<file path="src/rtl/div_sequencer.sv">
// Multi-cycle radix-2 restoring divider sequencer for DIV/DIVU in E.
// Optional DIV_ZERO_FAST_EN: divide-by-zero finishes one cycle after launch.
module div_sequencer #(
  parameter int WIDTH = 32
) (
  input  logic             clk,
  input  logic             rst,
  input  logic             div_startE,
  input  logic             div_signedE,
  input  logic [WIDTH-1:0] srcaE,
  input  logic [WIDTH-1:0] srcbE,
  input  logic             div_annulE,
  output logic             stall_divE,
  output logic             div_readyE,
  output logic [WIDTH-1:0] div_hiE,
  output logic [WIDTH-1:0] div_loE,
  output logic             div_busy
);

  typedef enum logic [1:0] {
    IDLE,
    RUN,
    DONE
  } state_t;

  localparam int CW = (WIDTH > 1) ? $clog2(WIDTH) : 1;
  localparam logic [CW-1:0] LAST = CW'(WIDTH - 1);

  state_t           state;
  logic [CW-1:0]    counter;
  logic [WIDTH-1:0] rem;
  logic [WIDTH-1:0] quo;
  logic [WIDTH-1:0] dvsr;
  logic             qs;
  logic             rs;
  logic [WIDTH-1:0] hiQ;
  logic [WIDTH-1:0] loQ;

  logic             sa;
  logic             sb;
  logic [WIDTH-1:0] magA;
  logic [WIDTH-1:0] magB;
  logic [WIDTH:0]   shifted;
  logic [WIDTH:0]   diff;
  logic             fits;
  logic [WIDTH-1:0] remNext;
  logic [WIDTH-1:0] quoNext;
  logic [WIDTH-1:0] loFinal;
  logic [WIDTH-1:0] hiFinal;

  // Operand magnitudes and one restoring iteration; the extra shifted bit
  // keeps the compare exact when the divisor has its MSB set.
  always_comb begin
    sa      = div_signedE & srcaE[WIDTH-1];
    sb      = div_signedE & srcbE[WIDTH-1];
    magA    = sa ? (~srcaE + 1'b1) : srcaE;
    magB    = sb ? (~srcbE + 1'b1) : srcbE;
    shifted = {rem, quo[WIDTH-1]};
    diff    = shifted - {1'b0, dvsr};
    fits    = shifted >= {1'b0, dvsr};
    remNext = fits ? diff[WIDTH-1:0] : shifted[WIDTH-1:0];
    quoNext = {quo[WIDTH-2:0], fits};
    loFinal = qs ? (~quoNext + 1'b1) : quoNext;
    hiFinal = rs ? (~remNext + 1'b1) : remNext;
  end

  // Sequencer: launch in IDLE, one quotient bit per RUN cycle, result in DONE.
  always_ff @(posedge clk) begin
    if (rst) begin
      state   <= IDLE;
      counter <= '0;
      rem     <= '0;
      quo     <= '0;
      dvsr    <= '0;
      qs      <= 1'b0;
      rs      <= 1'b0;
      hiQ     <= '0;
      loQ     <= '0;
    end else if (div_annulE) begin
      state   <= IDLE;
      counter <= '0;
    end else begin
      unique case (state)
        IDLE: begin
          if (div_startE) begin
            rem     <= '0;
            quo     <= magA;
            dvsr    <= magB;
            qs      <= sa ^ sb;
            rs      <= sa;
            counter <= '0;
`ifdef DIV_ZERO_FAST_EN
            if (magB == '0) begin
              loQ   <= (sa ^ sb) ? {{(WIDTH-1){1'b0}}, 1'b1} : '1;
              hiQ   <= srcaE;
              state <= DONE;
            end else begin
              state <= RUN;
            end
`else
            state   <= RUN;
`endif
          end
        end
        RUN: begin
          rem     <= remNext;
          quo     <= quoNext;
          counter <= counter + 1'b1;
          if (counter == LAST) begin
            hiQ   <= hiFinal;
            loQ   <= loFinal;
            state <= DONE;
          end
        end
        DONE: begin
          state <= IDLE;
        end
        default: begin
          state <= IDLE;
        end
      endcase
    end
  end

  assign stall_divE = div_startE & ~div_annulE & (state != DONE);
  assign div_readyE = (state == DONE) & ~div_annulE;
  assign div_hiE    = hiQ;
  assign div_loE    = loQ;
  assign div_busy   = (state != IDLE);

endmodule

</file>
<file path="config.mk">
export PLATFORM = sky130hd
export DESIGN_NAME = div_sequencer
export DESIGN_NICKNAME = d
export VERILOG_FILES = /design/src/rtl/div_sequencer.sv
export SDC_FILE = /design/constraint.sdc
export NUM_CORES = 1
export LEC_CHECK = 0
export ABC_AREA = 1
export BUFFER_PORTS_ARGS = -buffer_cell sky130_fd_sc_hd__clkbuf_2
export CAP_MARGIN = 10
export CELL_PAD_IN_SITES_DETAIL_PLACEMENT = 2
export CELL_PAD_IN_SITES_GLOBAL_PLACEMENT = 2
export CORE_MARGIN = 1.5
export CORE_UTILIZATION = 32
export CTS_CLUSTER_DIAMETER = 80
export DETAILED_ROUTE_END_ITERATION = 10
export PLACE_DENSITY_LB_ADDON = 0.1
export SYNTH_ARGS = -nofsm -noshare
export SYNTH_HDL_FRONTEND = slang
export SYNTH_SLANG_ARGS = --single-unit
export TNS_END_PERCENT = 5
</file>
<file path="constraint.sdc">
create_clock -name clk -period 4.9 [get_ports clk]
set_input_delay 0.49 -clock clk [delete_from_list [all_inputs] [get_ports clk]]
set_output_delay 0.49 -clock clk [all_outputs]
set_load 0.02 [all_outputs]
</file>
==> summary.md <==
| Metric | Value |
|---|---|
| Average vias per placed instance | `5.23` |
| Overall routing resource usage | `27.5%` |
| Clock root buffer | `sky130_fd_sc_hd__clkbuf_16` |
| Peak Freq | `228 MHz` |
| Result of the run | `finished, final reports clean` |
| Detailed-route via count | `13600` |
| Async SR Flop Fraction | `0%` |
| Max-capacitance violation count | `0` |
| Layout area overhead | `14.5%` |
| Endpoint arrival time on the critical path | `4.74 ns` |
| Unrepaired setup endpoints after global routing | `no` |
| Placed wire-length estimate | `42100 um` |
| Commonest register cell after synthesis | `sky130_fd_sc_hd__dfxtp_1` |
| Tightest Hold Check Type | `input pin to flop` |
| Pwr Density | `294 nW/um^2` |
| Clock sink count | `169` |
| Buffer levels on the longest clock path | `2` |
| Worst-margin pin slew | `1.14 ns` |
| Type of origin of the critical path | `flop` |
| Count of unresolved DRC violations after routing | `0` |
| Routed length per placed instance | `20.3 um` |
| Normalized max-slew margin | `23.9%` |
| Cell area after technology mapping | `12200 um^2` |
| Highest ir drop seen on vdd | `0.262 mV` |
| Hold-fix buffer count after cts | `0` |
| Port-buffer cells | `135` |
| # rows | `71` |
| Post-synthesis sequential area ratio | `27.7%` |
| Drt total wl | `52600 um` |
| Final setup skew | `0.0176 ns` |
| Share of layout cells above drive strength 1 | `12.0%` |
| Share of Yosys cell area claimed by the top area cell type | `27.7%` |
| Drt pass-1 iters | `4` |
| Total count of hold-check failures in the final report | `0` |
| Vias in the first global route | `14600` |
| Maximum fanout along the worst path | `19` |
| Overflow left after global routing | `0` |
| Met3 WL post-DR | `1180 um` |
| Topmost layer with routed signal wires | `met4` |
| Final period demand of the worst path | `4.38 ns` |
| Post-route ant nets | `0` |
| Floorplan core area | `37600 um^2` |
| Synth cell types | `48` |
| Number of nets in the finished design | `2178` |
| Most area-consuming cells after synthesis | `sky130_fd_sc_hd__dfxtp_1 28%, sky130_fd_sc_hd__nand2_1 15%, sky130_fd_sc_hd__inv_1 8.2%, sky130_fd_sc_hd__nor2_1 6.9%, sky130_fd_sc_hd__a21oi_1 6.4%` |
| Depth of the CTS H-tree | `4` |
| Largest area contributor in the netlist | `sky130_fd_sc_hd__dfxtp_1` |
| Worst hold margin | `0.328 ns` |
| Synth Register Bits | `169` |
| Count of endpoints failing setup in the final report | `0` |
| Met2 routed wirelength | `25400 um` |
| Pin count of the biggest net entering global routing | `113` |
| Fin. max-slew vios | `0` |
| Crit path required time | `5.26 ns` |
| Clock-pin slew reported for the worst setup and hold paths after clock tree synthesis | `0.07 ns` |
| Worst setup EP type | `flop` |
| Most frequent cell after synthesis | `sky130_fd_sc_hd__nand2_1` |
| Antenna cell count | `0` |
| DR iter-0 viols | `545` |
| Mean post-synth cell area | `6.18 um^2` |
| Routed metal-1 wire length | `25400 um` |
| Die ar. | `39300 um^2` |
| Post-Synthesis Cells | `1975` |
| Final cycle utilization of the critical path | `89.4%` |
| Final-layout setup total negative slack | `0 ns` |
| Clock latency at the later pin of the worst-skew pair | `0.47 ns` |
| Top cells by instance count after synthesis | `473 x sky130_fd_sc_hd__nand2_1, 267 x sky130_fd_sc_hd__inv_1, 223 x sky130_fd_sc_hd__nor2_1, 169 x sky130_fd_sc_hd__dfxtp_1, 156 x sky130_fd_sc_hd__a21oi_1` |
| Fillcell total | `4756` |
| TritonCTS clock tree | `done` |
| Floorplan die width | `198 um` |
| Kind of critical path | `flop to flop` |
| Warnings from Yosys | `0` |
| Number of flops mapped to enable cells by yosys | `0` |
| Global-route wire length before repair | `82600 um` |
| Initial Utilization | `32.5%` |
| Leakage power | `0.00687 uW` |
| Initial antenna violation count | `0` |
| Die Height | `198 um` |
| Clock buffer count from CTS | `17` |
| I/O pin total | `136` |
| Net count of the mapped netlist | `2083` |
| Placer's final routability congestion estimate | `0.864` |
-- cell families after synthesis --
kind of cell,Yosys count,share of synthesized area (%)
buf+inv,355,11.4
fa+ha+maj,39,4.06
flops,169,27.7
compound gates,406,18.7
simple gates,927,32.5
xor+xnor,79,5.67
-- per-layer routing --
layer	global-route usage [%]	vias up
li1	-	6598
met3	2.62	32
met4	6.33	0
met1	36.5	6768
met5	0	-
met2	47.7	155
-- worst max-delay path: stages, from the launching register on --
cell and delay [ns]:
sky130_fd_sc_hd__dfxtp_1 0.31, sky130_fd_sc_hd__inv_1 0.10, sky130_fd_sc_hd__ha_1 0.36, sky130_fd_sc_hd__nand2_1 0.14, sky130_fd_sc_hd__inv_1 0.07, sky130_fd_sc_hd__nand2_1 0.06, sky130_fd_sc_hd__nand2_1 0.11, sky130_fd_sc_hd__a21oi_1 0.23
sky130_fd_sc_hd__nand2_2 0.11, sky130_fd_sc_hd__nand2_4 0.23, sky130_fd_sc_hd__nand2_8 0.17, sky130_fd_sc_hd__inv_2 0.09, sky130_fd_sc_hd__ha_1 0.14, sky130_fd_sc_hd__inv_1 0.05, sky130_fd_sc_hd__nor3_1 0.19, sky130_fd_sc_hd__nand3_1 0.15
sky130_fd_sc_hd__nor3_2 0.26, sky130_fd_sc_hd__nand4_1 0.22, sky130_fd_sc_hd__o21ai_0 0.32, sky130_fd_sc_hd__o21ai_0 0.21, sky130_fd_sc_hd__nor2_1 0.21, sky130_fd_sc_hd__o21ai_0 0.14, sky130_fd_sc_hd__xor2_1 0.17, sky130_fd_sc_hd__o21ai_0 0.16
sky130_fd_sc_hd__inv_1 0.06
-- where the power goes --
| group | internal [uW] | switching, uW |
|---|---|---|
| clock | 837 | 662 |
| sequential | 1410 | 39.4 |
| combinational | 333 | 826 |
| total | 2580 | 1530 |
-- cells in the final DEF (no fill, tap or decap), types with 16 or more instances in the layout --
cell	count
sky130_fd_sc_hd__nor3_1	31
sky130_fd_sc_hd__nand4_1	19
sky130_fd_sc_hd__nand3_1	111
sky130_fd_sc_hd__nor2_1	220
sky130_fd_sc_hd__o21ai_0	153
sky130_fd_sc_hd__inv_1	266
sky130_fd_sc_hd__a21oi_1	156
sky130_fd_sc_hd__xnor2_1	16
sky130_fd_sc_hd__xor2_1	63
sky130_fd_sc_hd__clkbuf_2	135
sky130_fd_sc_hd__nand2_1	473
sky130_fd_sc_hd__ha_1	38
sky130_fd_sc_hd__nand2_2	17
sky130_fd_sc_hd__o221ai_1	16
sky130_fd_sc_hd__dfxtp_1	169
sky130_fd_sc_hd__nor2_2	17
sky130_fd_sc_hd__o211ai_1	29
sky130_fd_sc_hd__clkbuf_16	17
-- area by class of cell --
cell class / instances / area (um^2) / share of cell area [%]
Clock buffer: 20 / 457 / 3.27
Tap cell: 511 / 639 / 4.58
Sequential cell: 169 / 3380 / 24.2
Clock inverter: 11 / 159 / 1.14
Inverter: 281 / 1050 / 7.55
Timing Repair Buffer: 150 / 821 / 5.88
Multi-Input combinational cell: 1451 / 7450 / 53.4
-- worst paths after layout --
kind                   from           to  slack, ns  cells past startpoint
setup / recovery   dvsr[12]  div_loE[30]       0.52                     24
hold / removal    srcbE[31]     dvsr[31]       0.33                      3
setup reg to reg   dvsr[12]  div_loE[30]       0.52                     24
hold reg to reg    dvsr[31]     dvsr[31]       0.48                      2
-- per-stage QoR --
| stage | util, % | area (um^2) | total power [uW] | instances | worst slack [ns] |
|---|---|---|---|---|---|
| after floorplan | - | 12200 | 2230 | 1975 | 1.34 |
| after global placement | 35.4 | 13300 | 2580 | 2561 | 0.569 |
| after detailed placement | 35.4 | 13300 | 2620 | 2561 | 0.371 |
| after CTS | 37.1 | 13900 | 4130 | 2592 | 0.358 |
| after global routing | 37.2 | 14000 | 4330 | 2593 | 0.0406 |
| final | 37.2 | 14000 | 4110 | 2593 | 0.522 |
-- flip-flops by register name, indices dropped and copies added, names as in the netlist --
register and flops:
div_hiE 32, div_loE 32, dvsr 32, quo 32, rem 32, counter 5, state 2, qs 1
rs 1
-- what timing repair did --
action,4_1_cts,5_1_grt
setup endpoints to repair,0,1
gates resized for setup,0,1
buffers inserted,0,0
No activity file was read; power rests on OpenSTA's default activity.
